[config.mk]
export PLATFORM = sky130hd
export DESIGN_NAME = i2c_master_byte
export DESIGN_NICKNAME = d
export VERILOG_FILES = /design/src/rtl/i2c_master_byte.sv
export SDC_FILE = /design/constraint.sdc
export NUM_CORES = 1
export LEC_CHECK = 0
export CORE_AREA = 8 8 76 78
export DETAILED_ROUTE_END_ITERATION = 10
export DIE_AREA = 0 0 84 86
export PLACE_DENSITY = 0.78
export SLEW_MARGIN = 40
export SYNTH_ARGS = -nofsm -noshare
export SYNTH_HDL_FRONTEND = slang
export SYNTH_SLANG_ARGS = --single-unit
[constraint.sdc]
create_clock -name clk -period 3.5 [get_ports clk]
set_clock_uncertainty 0.05 [all_clocks]
set_input_delay 0.7 -clock clk [delete_from_list [all_inputs] [get_ports clk]]
set_output_delay 0.7 -clock clk [all_outputs]
set_load 0.02 [all_outputs]
[src/rtl/i2c_master_byte.sv]
// I2C single-byte master: START, 7-bit address + R/W, one data byte, STOP.
// Bus lines are open-drain: sclo/sdao are tied low and scloe/sdaoe pull the
// line down when set.  Each bit is four quarter periods of CLK_DIV clocks;
// a slave may stretch SCL, which freezes the quarter timer at the end of Q1.
`timescale 1ns/1ps

module i2c_master_byte #(
    parameter int unsigned CLK_DIV = 4
) (
    input  logic       clk,
    input  logic       resetn,
    input  logic       start,
    input  logic       rw,
    input  logic [6:0] addr,
    input  logic [7:0] wdata,
    output logic       busy,
    output logic       done,
    output logic       nack,
    output logic [7:0] rdata,
    input  logic       scli,
    input  logic       sdai,
    output logic       sclo,
    output logic       sdao,
    output logic       scloe,
    output logic       sdaoe
);

    localparam logic [2:0] ST_IDLE  = 3'd0;
    localparam logic [2:0] ST_START = 3'd1;
    localparam logic [2:0] ST_ADDR  = 3'd2;
    localparam logic [2:0] ST_AACK  = 3'd3;
    localparam logic [2:0] ST_DATA  = 3'd4;
    localparam logic [2:0] ST_DACK  = 3'd5;
    localparam logic [2:0] ST_STOP  = 3'd6;

    localparam logic [7:0] DIV_LAST = 8'(CLK_DIV - 1);

    logic [2:0] state_q, state_d;
    logic [1:0] qtr_q, qtr_d;
    logic [7:0] cnt_q, cnt_d;
    logic [2:0] bitCnt_q, bitCnt_d;
    logic [7:0] shift_q, shift_d;
    logic [7:0] wbyte_q, wbyte_d;
    logic       rw_q, rw_d;
    logic       ackBit_q, ackBit_d;
    logic       nack_q, nack_d;
    logic       done_q, done_d;
    logic [7:0] rdata_q, rdata_d;
    logic       scloe_q, scloe_d;
    logic       sdaoe_q, sdaoe_d;

    logic isBusy;
    logic tick;
    logic hold;
    logic advance;

    // Pull-down enables for a given phase: returns {scl, sda}, 1 = drive low.
    // Data and ACK bits keep SCL low in Q0 and Q3 and release it in Q1/Q2.
    function automatic logic [1:0] lineDrive(input logic [2:0] st,
                                             input logic [1:0] q,
                                             input logic       bitVal,
                                             input logic       rdMode);
        logic sclLow;
        logic sdaLow;
        sclLow = 1'b0;
        sdaLow = 1'b0;
        case (st)
            ST_START: begin
                sclLow = (q == 2'd3);
                sdaLow = (q == 2'd2) || (q == 2'd3);
            end
            ST_ADDR: begin
                sclLow = (q == 2'd0) || (q == 2'd3);
                sdaLow = ~bitVal;
            end
            ST_DATA: begin
                sclLow = (q == 2'd0) || (q == 2'd3);
                sdaLow = rdMode ? 1'b0 : ~bitVal;
            end
            ST_AACK, ST_DACK: begin
                sclLow = (q == 2'd0) || (q == 2'd3);
                sdaLow = 1'b0;
            end
            ST_STOP: begin
                sclLow = (q == 2'd0);
                sdaLow = (q != 2'd3);
            end
            default: begin
                sclLow = 1'b0;
                sdaLow = 1'b0;
            end
        endcase
        return {sclLow, sdaLow};
    endfunction

    assign isBusy  = (state_q != ST_IDLE);
    assign tick    = (cnt_q == DIV_LAST);
    assign hold    = (qtr_q == 2'd1) && !scli;
    assign advance = isBusy && tick && !hold;

    // Quarter timer: counts while busy, freezes at the end of Q1 while SCL is held low.
    always_comb begin
        cnt_d = cnt_q;
        if (!isBusy) begin
            cnt_d = 8'd0;
        end else if (!tick) begin
            cnt_d = cnt_q + 8'd1;
        end else if (!hold) begin
            cnt_d = 8'd0;
        end
    end

    // Transaction sequencing: phase stepping, shifting, ACK evaluation and result capture.
    always_comb begin
        state_d  = state_q;
        qtr_d    = qtr_q;
        bitCnt_d = bitCnt_q;
        shift_d  = shift_q;
        wbyte_d  = wbyte_q;
        rw_d     = rw_q;
        ackBit_d = ackBit_q;
        nack_d   = nack_q;
        done_d   = 1'b0;
        rdata_d  = rdata_q;

        if (state_q == ST_IDLE) begin
            if (start) begin
                state_d  = ST_START;
                qtr_d    = 2'd0;
                bitCnt_d = 3'd0;
                shift_d  = {addr, rw};
                wbyte_d  = wdata;
                rw_d     = rw;
                nack_d   = 1'b0;
            end
        end else if (advance) begin
            qtr_d = qtr_q + 2'd1;
            case (state_q)
                ST_START: begin
                    if (qtr_q == 2'd3) begin
                        state_d  = ST_ADDR;
                        bitCnt_d = 3'd0;
                    end
                end
                ST_ADDR: begin
                    if (qtr_q == 2'd3) begin
                        shift_d = {shift_q[6:0], 1'b0};
                        if (bitCnt_q == 3'd7) begin
                            state_d = ST_AACK;
                        end else begin
                            bitCnt_d = bitCnt_q + 3'd1;
                        end
                    end
                end
                ST_AACK: begin
                    if (qtr_q == 2'd2) begin
                        ackBit_d = sdai;
                    end
                    if (qtr_q == 2'd3) begin
                        if (ackBit_q) begin
                            nack_d  = 1'b1;
                            state_d = ST_STOP;
                        end else begin
                            state_d  = ST_DATA;
                            bitCnt_d = 3'd0;
                            shift_d  = rw_q ? 8'h00 : wbyte_q;
                        end
                    end
                end
                ST_DATA: begin
                    if ((qtr_q == 2'd2) && rw_q) begin
                        shift_d = {shift_q[6:0], sdai};
                    end
                    if (qtr_q == 2'd3) begin
                        if (!rw_q) begin
                            shift_d = {shift_q[6:0], 1'b0};
                        end
                        if (bitCnt_q == 3'd7) begin
                            state_d = ST_DACK;
                        end else begin
                            bitCnt_d = bitCnt_q + 3'd1;
                        end
                    end
                end
                ST_DACK: begin
                    if (qtr_q == 2'd2) begin
                        ackBit_d = sdai;
                    end
                    if (qtr_q == 2'd3) begin
                        if (!rw_q && ackBit_q) begin
                            nack_d = 1'b1;
                        end
                        state_d = ST_STOP;
                    end
                end
                ST_STOP: begin
                    if (qtr_q == 2'd3) begin
                        state_d = ST_IDLE;
                        done_d  = 1'b1;
                        if (rw_q && !nack_q) begin
                            rdata_d = shift_q;
                        end
                    end
                end
                default: begin
                    state_d = ST_IDLE;
                end
            endcase
        end
    end

    // Line enables are registered from the upcoming phase so the pins never glitch.
    always_comb begin
        {scloe_d, sdaoe_d} = lineDrive(state_d, qtr_d, shift_d[7], rw_d);
    end

    // State registers; reset simply releases the bus without issuing a STOP.
    always_ff @(posedge clk) begin
        if (!resetn) begin
            state_q  <= ST_IDLE;
            qtr_q    <= 2'd0;
            cnt_q    <= 8'd0;
            bitCnt_q <= 3'd0;
            shift_q  <= 8'h00;
            wbyte_q  <= 8'h00;
            rw_q     <= 1'b0;
            ackBit_q <= 1'b0;
            nack_q   <= 1'b0;
            done_q   <= 1'b0;
            rdata_q  <= 8'h00;
            scloe_q  <= 1'b0;
            sdaoe_q  <= 1'b0;
        end else begin
            state_q  <= state_d;
            qtr_q    <= qtr_d;
            cnt_q    <= cnt_d;
            bitCnt_q <= bitCnt_d;
            shift_q  <= shift_d;
            wbyte_q  <= wbyte_d;
            rw_q     <= rw_d;
            ackBit_q <= ackBit_d;
            nack_q   <= nack_d;
            done_q   <= done_d;
            rdata_q  <= rdata_d;
            scloe_q  <= scloe_d;
            sdaoe_q  <= sdaoe_d;
        end
    end

    assign busy  = isBusy;
    assign done  = done_q;
    assign nack  = nack_q;
    assign rdata = rdata_q;
    assign sclo  = 1'b0;
    assign sdao  = 1'b0;
    assign scloe = scloe_q;
    assign sdaoe = sdaoe_q;

endmodule

==> results by group, run 1 <==
Status
  – Run status: completed

Timing
  – Tcrit/Tclk final: 81.69%
  – Worst Tran Pin Value: 0.8412 ns
  – Setup tns final: 0 ns
  – Fmax: 349.7 MHz
  – Minimum clock period: 2.859 ns
  – Slew HR: 43.50%
  – Post-route worst setup slack: 0.6408 ns
  – Unrepaired setup endpoints after global routing: false
  – Final Hold Viols: 0
  – Pins Over Slew Limit: 0
  – Final setup viols: 0

Power
  – Peak supply drop: 0.0002257 V
  – Static Leak: 1.047 nW
  – P per Cell Area: 358.6 nW/um^2

Clocking
  – Clock sink count: 46
  – # H-tree levels: 2
  – CTS Root Cell: clkbuf_8
  – Hold Buf Count CTS: 0
  – CTS tree: built
  – Clock Path Buffers: 2
  – Post-CTS Repair Setup Buffers: 0
  – CTS resizes: 0
  – Worst-Skew Late Latency: 0.30 ns
  – Clk pin slew, worst setup/hold paths: 0.09 ns
  – Number of buffers created by CTS: 5

Critical path
  – WP data required: 3.64 ns
  – Worst Setup End Kind: register
  – Worst-path cell chain: clkdlybuf4s50_1 > or2b_4 > and3_1 > a21oi_1 > nand2_1 > o21ai_0 > inv_1 > ha_1 > o2111a_1 > a311o_1
  – Worst Path Max Fanout: 7
  – Worst path max stage delay: 0.39 ns
  – Category of the critical setup timing path: input port to register
  – Crit-path slowest cell: clkdlybuf4s50_1
  – Startpoint Class: input port
  – Critical path arrival: 3.00 ns

Job
  – Max-cap violations: 0

Synthesis
  – Register area share after synthesis: 38.19%
  – Synth Cell Area: 2411 sq um
  – Asr flop ratio synth: 0%
  – Syn Inst Count: 281
  – Syn avg cell area: 8.580 sq um
  – Yosys cell types: 54
  – Number of synthesized flops with an enable pin: 0
  – Warnings from Yosys: 0
  – Register bit count reported by yosys: 46
  – Post-synth top flop: dfxtp_1

Finish
  – Finished Layout Cells: 366
  – NumNets Final: 341
  – Final design utilization: 62.78%
  – Ant. Diodes: 0
  – Post-layout instance area: 2887 sq um
  – Most frequent cells in the layout: 46 x dfxtp_1, 37 x nand2_1, 33 x clkdlybuf4s50_1, 26 x a21oi_1, 26 x nor2_1
  – Fill cell count: 380
  – Most common cell after layout, fill and taps aside: dfxtp_1
  – Area growth syn-to-layout: 19.72%
  – Share of post-route cells with drive strength above 1: 7.051%

Min path
  – Min-delay worst type: register to register

Detailed routing
  – DR pass1 iterations: 4
  – First DRT Iteration DRCs: 306
  – Vias: 2,159
  – Drt drc: 0
  – Via density per instance: 5.899
  – Routed wire length: 5804 um
  – Post-detailed-route wirelength per cell: 15.86 um
  – Post-route ant nets: 0

Placement
  – Placed cell count: 358
  – Place WS: 0.3367 ns
  – Port Buf Inserts: 33
  – Post-DP Area: 2776 sq um
  – Post-DP HPWL: 4234 um
  – RD Place Congestion: 0.8812

Global route
  – Initial antenna violation count: 0
  – Vias in the first global route: 2,140
  – Gr usage total: 16.17%
  – First-pass GRT wire length: 9873 um
  – Grt ovf: 0
  – Pin count of the biggest net entering global routing: 27

Die
  – Die W: 84 um
  – I/O pins: 36
  – Starting Density: 52.44%
  – CORE AREA: 4598 sq um
  – Die span in y: 86 um
  – Row count: 25
  – Die area: 7224 sq um
-- stage by stage --
step           hold slack [ns]  power (mW)
2_1_floorplan           0.3812      0.6120
3_3_place_gp            0.3935      0.6524
3_5_place_dp            0.4022      0.6538
4_1_cts                 0.4150       1.046
5_1_grt                 0.4385       1.080
6_report                0.4143       1.035
-- sequential cells by signal, indices dropped and copies added, names as in the netlist --
signal,count
scloe,1
bitCnt_q,3
ackBit_q,1
nack,1
cnt_q,8
shift_q,8
rdata,8
done,1
wbyte_q,8
state_q,3
sdaoe,1
rw_q,1
qtr_q,2
-- per-layer routing --
layer / track usage [%] / vias up / share of wire, %
met5: 0 / - / 0
met3: 4.739 / 8 / 6.6
met4: 5.651 / 0 / 1.5
li1: - / 1059 / -
met2: 25.54 / 77 / 48
met1: 20.38 / 1015 / 44
-- synth_stat cells, drive strengths merged (3+ instances only) --
cell / n / share of area [%]
nand2b: 8 / 2.1
o21ai: 5 / 1.0
buf: 5 / 1.2
nor2: 26 / 4.0
and2: 4 / 1.1
a222oi: 6 / 2.5
nor3: 4 / 1.0
nor2b: 5 / 1.3
dfxtp: 46 / 38
nand3: 8 / 1.7
mux2i: 14 / 5.8
xor2: 6 / 2.2
a22oi: 6 / 1.9
nand2: 38 / 6.2
a21oi: 26 / 5.4
nand4: 3 / 0.78
or2: 7 / 1.8
nor4: 4 / 1.7
and3: 5 / 1.3
ha: 9 / 4.7
clkbuf: 10 / 1.6
inv: 8 / 1.2
-- worst max-delay path, delay by kind of cell --
family	cells	cell delay [ns]
buffers and inverters	2	0.50
AOI/OAI and AO/OA	4	0.92
adders and majority gates	1	0.21
and+or+nand+nor	3	0.66
-- kinds of logic (layout without fill, tap and decap cells) --
kind of cell	Yosys count	after routing	synth area share, %
buffers and inverters	23	53	3.996
AND/OR/NAND/NOR	119	119	26.57
other	1	2	0.1555
multiplexers	14	14	5.812
flip-flops	46	46	38.19
AO/OA/AOI/OAI	62	62	18.06
XOR/XNOR	7	7	2.543
adder cells (fa/ha/maj)	9	9	4.671
-- final cells by class --
cell class              instances  area (sq um)  share of cell area, %
clock inverters                 2         37.54                  1.300
inverters                       8         30.03                  1.040
flip-flops and latches         46         920.9                  31.90
multi-input cells             213          1398                  48.42
clock buffers                   6         72.57                  2.514
repair buffers                 37         360.3                  12.48
well taps                      54         67.56                  2.341
-- final timing paths --
path / from / endpoint / slack [ns] / depth (start not counted)
min reg2reg: wbyte_q[7] / wbyte_q[7] / 0.41 / 2
max: scli / sdaoe / 0.64 / 10
max reg2reg: cnt_q[0] / sdaoe / 0.74 / 9
min: wbyte_q[7] / wbyte_q[7] / 0.41 / 2
-- power by group --
group | leakage [nW] | internal, mW | switching (mW)
combinational | 0.622 | 0.0441 | 0.0447
sequential | 0.374 | 0.537 | 0.0175
clock | 0.0514 | 0.213 | 0.179
total | 1.05 | 0.794 | 0.241
Power figures use the tool's default switching activity.
==> run 2, diff against run 1 <==
Clock period 3.5 ns to 2.76 ns, I/O delays scaled along.
==> results by group, run 2 (synthesized netlist as in run 1, its figures left out) <==
Die
  – CORE AREA: 4598 sq um
  – Die area: 7224 sq um
  – I/O pins: 36
  – Starting Density: 52.44%
  – Die span in y: 86 um
  – Die W: 84 um
  – Row count: 25

Finish
  – Most common cell after layout, fill and taps aside: dfxtp_1
  – NumNets Final: 350
  – Area growth syn-to-layout: 21.22%
  – Most frequent cells in the layout: 46 x dfxtp_1, 37 x nand2_1, 33 x clkdlybuf4s50_1, 26 x a21oi_1, 26 x nor2_1
  – Finished Layout Cells: 374
  – Share of post-route cells with drive strength above 1: 9.688%
  – Post-layout instance area: 2923 sq um
  – Ant. Diodes: 0
  – Fill cell count: 386

Placement
  – Placed cell count: 367
  – Post-DP Area: 2844 sq um
  – RD Place Congestion: 0.8640
  – Port Buf Inserts: 33
  – Post-DP HPWL: 4324 um

Timing
  – Final setup viols: 0
  – Final Hold Viols: 0
  – Pins Over Slew Limit: 0
  – Tcrit/Tclk final: 90.90%
  – WHS: 0.4114 ns
  – Setup tns final: 0 ns
  – Fmax: 398.6 MHz
  – Minimum clock period: 2.509 ns
  – Unrepaired setup endpoints after global routing: false

Detailed routing
  – DR pass1 iterations: 6
  – Post-detailed-route wirelength per cell: 15.77 um
  – Routed wire length: 5897 um
  – Drt drc: 0
  – Via density per instance: 5.955
  – First DRT Iteration DRCs: 261
  – Vias: 2,227
  – Post-route ant nets: 0

Global route
  – First-pass GRT wire length: 9818 um
  – Gr usage total: 16.19%
  – Vias in the first global route: 2,126
  – Grt ovf: 0
  – Initial antenna violation count: 0
  – Pin count of the biggest net entering global routing: 30

Clocking
  – Hold Buf Count CTS: 0
  – # H-tree levels: 2
  – Clock sink count: 46
  – CTS Root Cell: clkbuf_8
  – Clk pin slew, worst setup/hold paths: 0.08 ns
  – Number of buffers created by CTS: 5
  – CTS tree: built
  – Clock Path Buffers: 2
  – Worst-Skew Late Latency: 0.29 ns

Critical path
  – Category of the critical setup timing path: register to register
  – Critical path arrival: 2.64 ns
  – WP data required: 2.90 ns
  – Worst Setup End Kind: register
  – Startpoint Class: register
  – Worst Path Max Fanout: 6

Job
  – Max-cap violations: 0

Status
  – Run status: completed

Power
  – P per Cell Area: 410.1 nW/um^2
  – Power, Total: 1.199 mW
  – Peak supply drop: 0.0003018 V
  – Static Leak: 1.084 nW

Min path
  – Min-delay worst type: register to register
==> run 2: changes by cell type in the layout (fill, tap and decap cells not counted) <==
| cell | delta |
|---|---|
| clkbuf_1 | -1 |
| o21ai_1 | +1 |
| bufinv_16 | -1 |
| clkinvlp_4 | -1 |
| o21ai_0 | -1 |
| buf_4 | +9 |
| clkinv_2 | +2 |
==> run 2: repair_timing <==
action,CTS,global route
endpoints found under the setup margin,0,1
gates resized for setup,0,1
buffers inserted,0,0
==> run 2: metrics by stage <==
stage	worst slack, ns	utilization (%)
4_1_cts	0.1464	63.56
3_5_place_dp	-0.07912	61.85
6_report	0.2513	63.56
5_1_grt	0.07080	63.56
2_1_floorplan	0.2650	-
3_3_place_gp	0.005008	61.85
==> run 2: layout make-up <==
cell class	count	area [sq um]	share of cell area, %
Tap cell	54	67.56	2.312
Clock inverter	2	10.01	0.3425
Inverter	8	30.03	1.027
Sequential cell	46	920.9	31.51
Multi-Input combinational cell	213	1398	47.82
Clock buffer	5	68.82	2.354
Timing Repair Buffer	46	427.9	14.64
==> run 2: critical path, stage by stage, from the launching register on <==
cell      delay [ns]
dfxtp_1         0.41
ha_1            0.28
nor4b_4         0.29
nand4_1         0.24
nand3_1         0.14
o21ai_0         0.17
ha_1            0.27
o2111a_1        0.25
a311o_1         0.30
==> run 2: where the power goes <==
group	internal (mW)	switching, mW
Clock	0.170	0.210
Combinational	0.0585	0.0615
Sequential	0.681	0.0177
Total	0.909	0.289
==> run 2: final timing paths <==
check             cells after the start  slack (ns)       start    endpoint
setup / recovery                      8        0.25    cnt_q[0]       sdaoe
hold reg to reg                       2        0.41  wbyte_q[4]  wbyte_q[4]
setup reg to reg                      8        0.25    cnt_q[0]       sdaoe
hold / removal                        2        0.41  wbyte_q[4]  wbyte_q[4]
==> run 2: metal layers <==
metal  vias to the layer above  part of all wire [%]  global-route usage, %
met1                      1043                    44                  19.90
met3                        14                   7.2                  4.834
met4                         0                   2.0                  6.279
met5                         -                     0                      0
li1                       1074                     -                      -
met2                        96                    46                  25.89
